`src/rtl/uc_escalonador_quadro_pkg.sv`:
```
// Shared definitions for the frame scheduler: state codes and position-memory owner codes.
package uc_escalonador_quadro_pkg;

    typedef enum logic [3:0] {
        INICIO          = 4'd0,
        ESPERA          = 4'd1,
        DISPARA_TIROS   = 4'd2,
        AGUARDA_TIROS   = 4'd3,
        DISPARA_ASTE    = 4'd4,
        AGUARDA_ASTE    = 4'd5,
        DISPARA_COLISAO = 4'd6,
        AGUARDA_COLISAO = 4'd7,
        FIM_QUADRO      = 4'd8,
        ERRO            = 4'd15
    } estado_t;

    localparam logic [1:0] SEL_NENHUM  = 2'b00;
    localparam logic [1:0] SEL_TIROS   = 2'b01;
    localparam logic [1:0] SEL_ASTE    = 2'b10;
    localparam logic [1:0] SEL_COLISAO = 2'b11;

    // Owner of the shared position memory for a given scheduler state.
    function automatic logic [1:0] dono_memoria(estado_t estado);
        case (estado)
            DISPARA_TIROS, AGUARDA_TIROS:     return SEL_TIROS;
            DISPARA_ASTE, AGUARDA_ASTE:       return SEL_ASTE;
            DISPARA_COLISAO, AGUARDA_COLISAO: return SEL_COLISAO;
            default:                          return SEL_NENHUM;
        endcase
    endfunction

endpackage

```
`src/rtl/uc_escalonador_quadro_if.sv`:
```
// Start/done handshake and memory-select bundle between the scheduler and the object controllers.
interface uc_escalonador_quadro_if;

    logic       movimenta_tiros;
    logic       movimenta_aste;
    logic       verifica_colisao;
    logic       tiros_concluido;
    logic       aste_concluido;
    logic       colisao_concluido;
    logic [1:0] sel_mem;

    modport master (
        output movimenta_tiros, movimenta_aste, verifica_colisao, sel_mem,
        input  tiros_concluido, aste_concluido, colisao_concluido
    );

    modport slave (
        input  movimenta_tiros, movimenta_aste, verifica_colisao, sel_mem,
        output tiros_concluido, aste_concluido, colisao_concluido
    );

endinterface

```
`src/rtl/uc_escalonador_quadro_tick.sv`:
```
// contador_tick_quadro: frame-period counter, single-slot pending tick and sticky overrun flag.
module contador_tick_quadro #(
    parameter int unsigned TICK_CICLOS = 50000000
) (
    input  logic clock,
    input  logic reset,
    input  logic jogo_ativo,
    input  logic pausa,
    input  logic em_espera,
    input  logic consome_tick,
    output logic tick_pendente,
    output logic quadro_atrasado
);

    localparam int unsigned CW = $clog2(TICK_CICLOS);
    localparam logic [CW-1:0] ULTIMO = CW'(TICK_CICLOS - 1);

    logic [CW-1:0] cnt_q, cnt_d;
    logic          tick_pendente_q, tick_pendente_d;
    logic          quadro_atrasado_q, quadro_atrasado_d;

    // A wrap in the same cycle as the consume leaves the new tick pending.
    always_comb begin
        cnt_d             = cnt_q;
        tick_pendente_d   = tick_pendente_q;
        quadro_atrasado_d = quadro_atrasado_q;
        if (consome_tick) tick_pendente_d = 1'b0;
        if (!jogo_ativo) begin
            cnt_d           = '0;
            tick_pendente_d = 1'b0;
        end else if (!pausa) begin
            if (cnt_q == ULTIMO) begin
                cnt_d           = '0;
                tick_pendente_d = 1'b1;
                if (!em_espera) quadro_atrasado_d = 1'b1;
            end else begin
                cnt_d = cnt_q + 1'b1;
            end
        end
    end

    always_ff @(posedge clock or posedge reset) begin
        if (reset) begin
            cnt_q             <= '0;
            tick_pendente_q   <= 1'b0;
            quadro_atrasado_q <= 1'b0;
        end else begin
            cnt_q             <= cnt_d;
            tick_pendente_q   <= tick_pendente_d;
            quadro_atrasado_q <= quadro_atrasado_d;
        end
    end

    assign tick_pendente   = tick_pendente_q;
    assign quadro_atrasado = quadro_atrasado_q;

endmodule

```
`src/rtl/uc_escalonador_quadro.sv`:
```
// Frame scheduler: per tick runs shots, asteroids, collision in order and owns sel_mem.
// Optional done watchdog enabled by defining ESCALONADOR_TIMEOUT_EN.
module uc_escalonador_quadro
    import uc_escalonador_quadro_pkg::*;
#(
    parameter int unsigned TICK_CICLOS    = 50000000,
    parameter int unsigned TIMEOUT_CICLOS = 4096
) (
    input  logic                          clock,
    input  logic                          reset,
    input  logic                          jogo_ativo,
    input  logic                          pausa,
    uc_escalonador_quadro_if.master       ctl,
    output logic                          quadro_concluido,
    output logic                          quadro_atrasado,
    output logic [7:0]                    contador_quadros,
    output logic                          erro_escalonador,
    output logic [3:0]                    db_estado
);

    if (TICK_CICLOS < 2 || TIMEOUT_CICLOS < 1) begin : g_parametros_invalidos
        $error("uc_escalonador_quadro: TICK_CICLOS must be >= 2 and TIMEOUT_CICLOS >= 1");
    end

    estado_t    estado_q, estado_d;
    logic [7:0] contador_q, contador_d;
    logic       tick_pendente;
    logic       consome_tick;
    logic       estouro;

    contador_tick_quadro #(
        .TICK_CICLOS(TICK_CICLOS)
    ) u_tick (
        .clock          (clock),
        .reset          (reset),
        .jogo_ativo     (jogo_ativo),
        .pausa          (pausa),
        .em_espera      (estado_q == ESPERA),
        .consome_tick   (consome_tick),
        .tick_pendente  (tick_pendente),
        .quadro_atrasado(quadro_atrasado)
    );

`ifdef ESCALONADOR_TIMEOUT_EN
    localparam int unsigned WD_W = ($clog2(TIMEOUT_CICLOS + 1) > 12) ? $clog2(TIMEOUT_CICLOS + 1) : 12;
    localparam logic [WD_W-1:0] WD_LIMITE = WD_W'(TIMEOUT_CICLOS - 1);

    logic [WD_W-1:0] wd_q, wd_d;
    logic            aguardando;

    // Held at zero outside AGUARDA, so every entry starts a fresh count.
    always_comb begin
        aguardando = (estado_q == AGUARDA_TIROS) || (estado_q == AGUARDA_ASTE) ||
                     (estado_q == AGUARDA_COLISAO);
        wd_d       = aguardando ? wd_q + 1'b1 : '0;
        estouro    = aguardando && (wd_q == WD_LIMITE);
    end

    always_ff @(posedge clock or posedge reset) begin
        if (reset) wd_q <= '0;
        else       wd_q <= wd_d;
    end

    assign erro_escalonador = (estado_q == ERRO);
`else
    assign estouro          = 1'b0;
    assign erro_escalonador = 1'b0;
`endif

    always_comb begin
        estado_d     = estado_q;
        consome_tick = 1'b0;
        case (estado_q)
            INICIO: estado_d = ESPERA;
            ESPERA: begin
                if (tick_pendente && jogo_ativo && !pausa) begin
                    estado_d     = DISPARA_TIROS;
                    consome_tick = 1'b1;
                end
            end
            DISPARA_TIROS: estado_d = AGUARDA_TIROS;
            AGUARDA_TIROS: begin
                if (ctl.tiros_concluido) estado_d = DISPARA_ASTE;
                else if (estouro)        estado_d = ERRO;
            end
            DISPARA_ASTE: estado_d = AGUARDA_ASTE;
            AGUARDA_ASTE: begin
                if (ctl.aste_concluido) estado_d = DISPARA_COLISAO;
                else if (estouro)       estado_d = ERRO;
            end
            DISPARA_COLISAO: estado_d = AGUARDA_COLISAO;
            AGUARDA_COLISAO: begin
                if (ctl.colisao_concluido) estado_d = FIM_QUADRO;
                else if (estouro)          estado_d = ERRO;
            end
            FIM_QUADRO: estado_d = ESPERA;
            ERRO:       estado_d = ERRO;
            default:    estado_d = INICIO;
        endcase
    end

    always_comb begin
        contador_d = contador_q;
        if (estado_q == FIM_QUADRO) contador_d = contador_q + 8'd1;
    end

    always_ff @(posedge clock or posedge reset) begin
        if (reset) begin
            estado_q   <= INICIO;
            contador_q <= '0;
        end else begin
            estado_q   <= estado_d;
            contador_q <= contador_d;
        end
    end

    assign ctl.movimenta_tiros  = (estado_q == DISPARA_TIROS);
    assign ctl.movimenta_aste   = (estado_q == DISPARA_ASTE);
    assign ctl.verifica_colisao = (estado_q == DISPARA_COLISAO);
    assign ctl.sel_mem          = dono_memoria(estado_q);
    assign quadro_concluido     = (estado_q == FIM_QUADRO);
    assign contador_quadros     = contador_q;
    assign db_estado            = estado_q;

endmodule
```
`src/flat_wrapper.sv`:
```
// flat-port wrapper written by rule: the top's interface ports become plain ports
module uc_escalonador_quadro_flat import uc_escalonador_quadro_pkg::*;
#(
    parameter int unsigned TICK_CICLOS    = 50000000,
    parameter int unsigned TIMEOUT_CICLOS = 4096
)
  (clock, reset, jogo_ativo, pausa, quadro_concluido, quadro_atrasado, contador_quadros, erro_escalonador, db_estado, ctl_movimenta_tiros, ctl_movimenta_aste, ctl_verifica_colisao, ctl_sel_mem, ctl_tiros_concluido, ctl_aste_concluido, ctl_colisao_concluido);
  uc_escalonador_quadro_if ctl_i ();
  input  logic clock;
  input  logic reset;
  input  logic jogo_ativo;
  input  logic pausa;
  output logic quadro_concluido;
  output logic quadro_atrasado;
  output logic [7:0] contador_quadros;
  output logic erro_escalonador;
  output logic [3:0] db_estado;
  output wire logic [$bits(ctl_i.movimenta_tiros)-1:0] ctl_movimenta_tiros;
  output wire logic [$bits(ctl_i.movimenta_aste)-1:0] ctl_movimenta_aste;
  output wire logic [$bits(ctl_i.verifica_colisao)-1:0] ctl_verifica_colisao;
  output wire logic [$bits(ctl_i.sel_mem)-1:0] ctl_sel_mem;
  input wire logic [$bits(ctl_i.tiros_concluido)-1:0] ctl_tiros_concluido;
  input wire logic [$bits(ctl_i.aste_concluido)-1:0] ctl_aste_concluido;
  input wire logic [$bits(ctl_i.colisao_concluido)-1:0] ctl_colisao_concluido;
  assign ctl_movimenta_tiros = ctl_i.movimenta_tiros;
  assign ctl_movimenta_aste = ctl_i.movimenta_aste;
  assign ctl_verifica_colisao = ctl_i.verifica_colisao;
  assign ctl_sel_mem = ctl_i.sel_mem;
  assign ctl_i.tiros_concluido = ctl_tiros_concluido;
  assign ctl_i.aste_concluido = ctl_aste_concluido;
  assign ctl_i.colisao_concluido = ctl_colisao_concluido;
  uc_escalonador_quadro #(.TICK_CICLOS(TICK_CICLOS), .TIMEOUT_CICLOS(TIMEOUT_CICLOS)) u_core (.clock(clock), .reset(reset), .jogo_ativo(jogo_ativo), .pausa(pausa), .ctl(ctl_i), .quadro_concluido(quadro_concluido), .quadro_atrasado(quadro_atrasado), .contador_quadros(contador_quadros), .erro_escalonador(erro_escalonador), .db_estado(db_estado));
endmodule
```
`config.mk`:
```
export PLATFORM = sky130hd
export DESIGN_NAME = uc_escalonador_quadro_flat
export DESIGN_NICKNAME = d
export VERILOG_FILES = /design/src/rtl/uc_escalonador_quadro_pkg.sv /design/src/rtl/uc_escalonador_quadro_if.sv /design/src/rtl/uc_escalonador_quadro_tick.sv /design/src/rtl/uc_escalonador_quadro.sv /design/src/flat_wrapper.sv
export SDC_FILE = /design/constraint.sdc
export NUM_CORES = 1
export LEC_CHECK = 0
export BUFFER_PORTS_ARGS = -buffer_cell sky130_fd_sc_hd__clkbuf_2
export CAP_MARGIN = 20
export CORE_MARGIN = 1
export CORE_UTILIZATION = 55
export DETAILED_ROUTE_END_ITERATION = 10
export HOLD_SLACK_MARGIN = 0.1
export PLACE_DENSITY = 0.84
export SETUP_SLACK_MARGIN = 0.4
export SLEW_MARGIN = 20
export SYNTH_ARGS = -nofsm -noshare
export SYNTH_HDL_FRONTEND = slang
export SYNTH_SLANG_ARGS = --single-unit
```
`constraint.sdc`:
```
create_clock -name clock -period 7 [get_ports clock]
set_clock_uncertainty 0.2 [all_clocks]
set_input_delay 1.4 -clock clock [delete_from_list [all_inputs] [get_ports clock]]
set_output_delay 1.4 -clock clock [all_outputs]
set_load 0.02 [all_outputs]
```
# Word level (Yosys, flattened, before mapping)
# Index checks and enable logic that the tools add are counted.
# W data, S select, Z words.
# op_classes
div	0
bitwise	2
n_eq_ne	15
shift	0
add_sub_neg	2
reduce_logical	10
mul	0
n_lt_le_gt_ge	0
mux	15
# ops
op	n
$mux W26	3
$pmux W4 S9	1
$add A26 B1 Y26 const B	1
$eq A26 B26 Y1 const B	1
$eq A4 B3 Y1 const B	4
$mux W4	4
$add A8 B1 Y8 const B	1
$eq A4 B2 Y1 const B	2
$eq A4 B4 Y1 const B	2
$ne A2 B2 Y1 const B	4
$reduce_and A4 Y1	2
$reduce_or A2 Y1	4
$mux W1	6
$pmux W2 S3	1
$eq A4 B1 Y1 const B	1
$logic_not A4 Y1	1
$logic_and A1 B1 Y1	2
$ne A2 B1 Y1 const B	1
$not A1 Y1	2
$logic_not A1 Y1	1
# word_totals
mem_bits_rw	0
ff_bits	40
n_memories	0
elab_cells	49
latch_bits	0
romBits	0
output_inout_bits	20

# Logic depth before layout (Yosys ltp)
# logic_depth
word_depth	8
mapped_depth	6
depth_no_buf	6

# Hierarchy
# A second synthesis with hierarchy kept.
# unflattened
cells_unflattened	241
area_unflattened_um2	2314.7
# by_module_without_submodules
module	seq_area_each_um2	cells_each	area_per_inst_um2	n_inst
contador_tick_quadro	700.7	170	1612.8	1
uc_escalonador_quadro	300.3	71	701.9	1

# Least setup slack after synthesis
# No wires, ideal clock.
# synth_path
path_kind	reg2out
start	register u_core.estado_q[2], in the netlist u_core.db_estado[2]
end	output port ctl_movimenta_aste
setup_slack_ns	3.616
n_path_buf	1
arrival_time_ns	1.784
path_stages_with_launch	4
path_cell_list	dfrtp_1 > clkbuf_1 > nor2b_1 > nor3b_1
# synth_via
elab_chain_len	1
# synth_rtl
element	line	rtl
start, declared	uc_escalonador_quadro.sv:25	estado_t estado_q, estado_d;
start signal, assigned	uc_escalonador_quadro.sv:112	estado_q <= estado_d;
$eq A4 B3 Y1	uc_escalonador_quadro.sv:118	assign ctl.movimenta_aste = (estado_q == DISPARA_ASTE);
end, declared	flat_wrapper.sv:19	output wire logic [$bits(ctl_i.movimenta_aste)-1:0] ctl_movimenta_aste;
# No other way between the ends.

# Worst setup path after layout
# layout_path
start	register u_core.estado_q[1], in the netlist u_core.db_estado[1]
end	output port quadro_concluido
# layout_via
elab_chain_len	1
# layout_rtl
element	line	rtl
$eq A4 B4 Y1	uc_escalonador_quadro.sv:121	assign quadro_concluido = (estado_q == FIM_QUADRO);
end, declared	flat_wrapper.sv:13	output logic quadro_concluido;
# No other way between the ends.

==> flow_summary_export.csv <==
group,metric,value,unit
logic_synthesis,synth_commonest_cells,"dfrtp_1, nand2_1, nor2_1",
worst_setup_path,reg2reg_to,"u_core.u_tick.cnt_q[22]$_DFFE_PP0P_",
sta,relSlewSlack,55.8,%
routing,wl,4.81,mm
worst_setup_path,cpMaxStageDelayCell,"nor4b_2",
sta,final.period_utilization,47.0,%
clock_network,clockBufferDepth,2,
logic_synthesis,async_flop_share,100,%
routing,wl_per_cell,15.3,um
sta,setup_viol,0,
logic_synthesis,synth_most_common_cell,"dfrtp_1",
logic_synthesis,synth_cell_types,50,
routing,antenna_left,0,
worst_setup_path,worstSetupStartpointType,"flop",
place,dpl.hpwl,3.36,mm
place,routabilityCongestion,0.933,
logic_synthesis,ys_top_cells_by_area,"dfrtp_1, xnor2_1, nand2_1, nor2_1, nand4_1",
worst_setup_path,timing.rr.start,"u_core.u_tick.cnt_q[0]$_DFFE_PP0P_",
clock_network,post_cts_buffers,0,
global_routing,grt_pass1_wl,8.36,mm
final_layout,diodes,0,
logic_synthesis,yosys.area.top_type_share,44.8,%
routing,dr.pass1.iters,4,
global_routing,grt_use_total,25.6,%
global_routing,grt-ovfl-total,0,
place,port-buffer-count,25,
sta,worstMarginPinSlew,0.658,ns
logic_synthesis,syn_inst,243,
final_layout,area_delta_synth_final,12.2,%
routing,dr_total_vias,1938,
floorplanning,die_area,0.00432,mm2
logic_synthesis,post_synth_and_or_nand_nor_area_fraction,30.6,%
logic_synthesis,synthMuxAreaShare,1.40,%
sta,finalHoldViolCount,0,
logic_synthesis,synth_top_family_by_area,"simple AND/OR/NAND/NOR gates",
clock_network,cts_tree,"yes",
global_routing,grt_max_degree,41,
floorplanning,initial_utilization,59.3,%
worst_setup_path,crit_path_max_incr_delay,0.59,ns
worst_hold_path,min_path_cells,1,
power_and_ir_drop,p_leak,1.07,nW
routing,dr.first_iter.drc_count,198,
logic_synthesis,synthAdderAreaFrac,1.12,%
worst_setup_path,cp-end-kind,"output port",
worst_hold_path,hold_end,"u_core.contador_quadros[7]$_DFFE_PP0P_",
final_layout,nNetsFinal,274,
clock_network,cts.clk_slew.worst_paths,0.08,ns
logic_synthesis,ys_ff_latch,40,
logic_synthesis,ys_seq_area_share,44.8,%
floorplanning,boundaryPins,27,
sta,fin_setup_tns,0,ns
global_routing,grt_pass1_vias,1760,
worst_setup_path,crit_required,5.40,ns
worst_hold_path,hp-start,"u_core.contador_quadros[7]$_DFFE_PP0P_",
clock_network,cts_root_buffer,"clkbuf_8",
logic_synthesis,synth_edf_count,0,
logic_synthesis,synth_xor_area_share,7.84,%
worst_setup_path,critical_path_class,"flop to output port",
final_layout,fin_util,66.5,%
floorplanning,fp-row-count,22,
routing,drc,0,
worst_setup_path,rrSetupSlack,4.26,ns
clock_network,cts_buffers,5,
status,status,"completed",
sta,max_freq,304,MHz
floorplanning,die_h,65.7,um
logic_synthesis,synth_area_per_cell,9.20,um2
clock_network,holdBufCountCts,0,
clock_network,clock_latency,0.30,ns
power_and_ir_drop,p_per_area,239,mW/mm2
logic_synthesis,synth_warnings,0,
worst_setup_path,cp_cell_sequence,"nor4b_2 -> clkbuf_2",
clock_network,h-tree-depth,2,
worst_setup_path,cp_max_fo,14,
power_and_ir_drop,ir_drop,169,uV
logic_synthesis,synth_top_area_cell,"dfrtp_1",
sta,maxSlewViolCount,0,
global_routing,antenna_found_initial,0,
clock_network,clock-sinks,40,
logic_synthesis,synth-compound-area-share,10.9,%
logic_synthesis,syn_nets,252,
floorplanning,die_w,65.7,um
job,cap_viol_max_count,0,
logic_synthesis,dominantRegCellSynth,"dfrtp_1",
worst_setup_path,cp.arrival,1.69,ns
sta,rsz0062_at_grt,"no",
logic_synthesis,syn_area,0.00223,mm2
clock_network,cts_resized,0,
worst_setup_path,r2r_cells,6,
sta,finalCriticalPeriod,3.29,ns
routing,via_per_inst,6.17,
floorplanning,core,0.00377,mm2
worst_hold_path,hold_class,"flop to flop",
final_layout,layout-drive-gt1-share,16.5,%
==> stage by stage <==
step / instances / total power [mW] / hold WS [ns] / setup WS (ns) / cell area, um2
floorplan: 243 / 0.364 / 0.319 / 3.62 / 2230
global route: 314 / 0.627 / 0.311 / 3.60 / 2510
global placement: 306 / 0.393 / 0.255 / 3.90 / 2380
detailed placement: 306 / 0.395 / 0.260 / 3.84 / 2380
CTS: 314 / 0.602 / 0.272 / 3.70 / 2510
finish: 314 / 0.600 / 0.264 / 3.71 / 2510
==> where the power goes <==
part           internal (mW)  switching [mW]
clock                  0.126          0.0842
combinational         0.0456          0.0651
sequential             0.246          0.0339
total                  0.417           0.183
==> worst max-delay path by stage <==
stage / slack (ns) / endpoint / from
2_1_floorplan: 3.62 / ctl_movimenta_aste / u_core.db_estado[2]$_DFFE_PP0P_
3_3_place_gp: 3.90 / u_core.u_tick.cnt_q[21]$_DFFE_PP0P_ / pausa
3_5_place_dp: 3.84 / u_core.u_tick.cnt_q[19]$_DFFE_PP0P_ / pausa
4_1_cts: 3.70 / quadro_concluido / u_core.db_estado[1]$_DFFE_PP0P_
5_1_grt: 3.60 / quadro_concluido / u_core.db_estado[1]$_DFFE_PP0P_
6_report: 3.71 / quadro_concluido / u_core.db_estado[1]$_DFFE_PP0P_
==> logic make-up after synthesis <==
kind of cell	Yosys count
adders and majority gates	2
buffers and inverters	18
xor gates and xnor gates	20
muxes	3
and+or+nand+nor	122
other	1
AOI/OAI and AO/OA	37
DFF	40
==> worst max-delay path: cells and delay by family (launching register included) <==
family | cells | cell delay, ns
buffers and inverters | 1 | 0.27
AND/OR/NAND/NOR | 1 | 0.59
flip-flops | 1 | 0.53
==> area by class of cell <==
cell class / instances / area (um2)
clock buffers: 7 / 96.3
clock inverters: 1 / 30.0
fillers: 290 / 1260
inverters: 7 / 26.3
multi-input cells: 185 / 1160
flip-flops and latches: 40 / 1000
well taps: 48 / 60.1
repair buffers: 26 / 133
==> cells in the final DEF, fill, tap and decap left out, drive strengths merged, types with 4 or more instances in the layout <==
cell | Yosys | layout
dfrtp | 40 | 40
clkbuf | 10 | 32
nand2 | 28 | 28
nor2 | 19 | 19
xnor2 | 14 | 14
nand3 | 12 | 12
nand4 | 12 | 12
a21oi | 10 | 10
or4 | 9 | 9
inv | 7 | 7
nor3 | 7 | 7
o21ai | 7 | 7
nor4 | 6 | 6
xor2 | 6 | 6
nor2b | 5 | 5
nor3b | 5 | 5
nor4b | 4 | 4
==> sequential cells by signal (all words and copies together) (netlist names) <==
name,cells
u_core.contador_quadros,8
u_core.db_estado,4
u_core.u_tick.cnt_q,26
u_core.u_tick.quadro_atrasado,1
u_core.u_tick.tick_pendente,1
==> routing by layer <==
layer  vias to the layer above  part of all wire [%]  global-route usage, %
li1                        930                     -                      -
met1                       910                    46                   35.8
met2                        81                    45                   37.8
met3                        17                   6.4                   5.38
met4                         0                   2.7                   11.7
met5                         -                     0                      0
(Power assumes the default switching activity.)
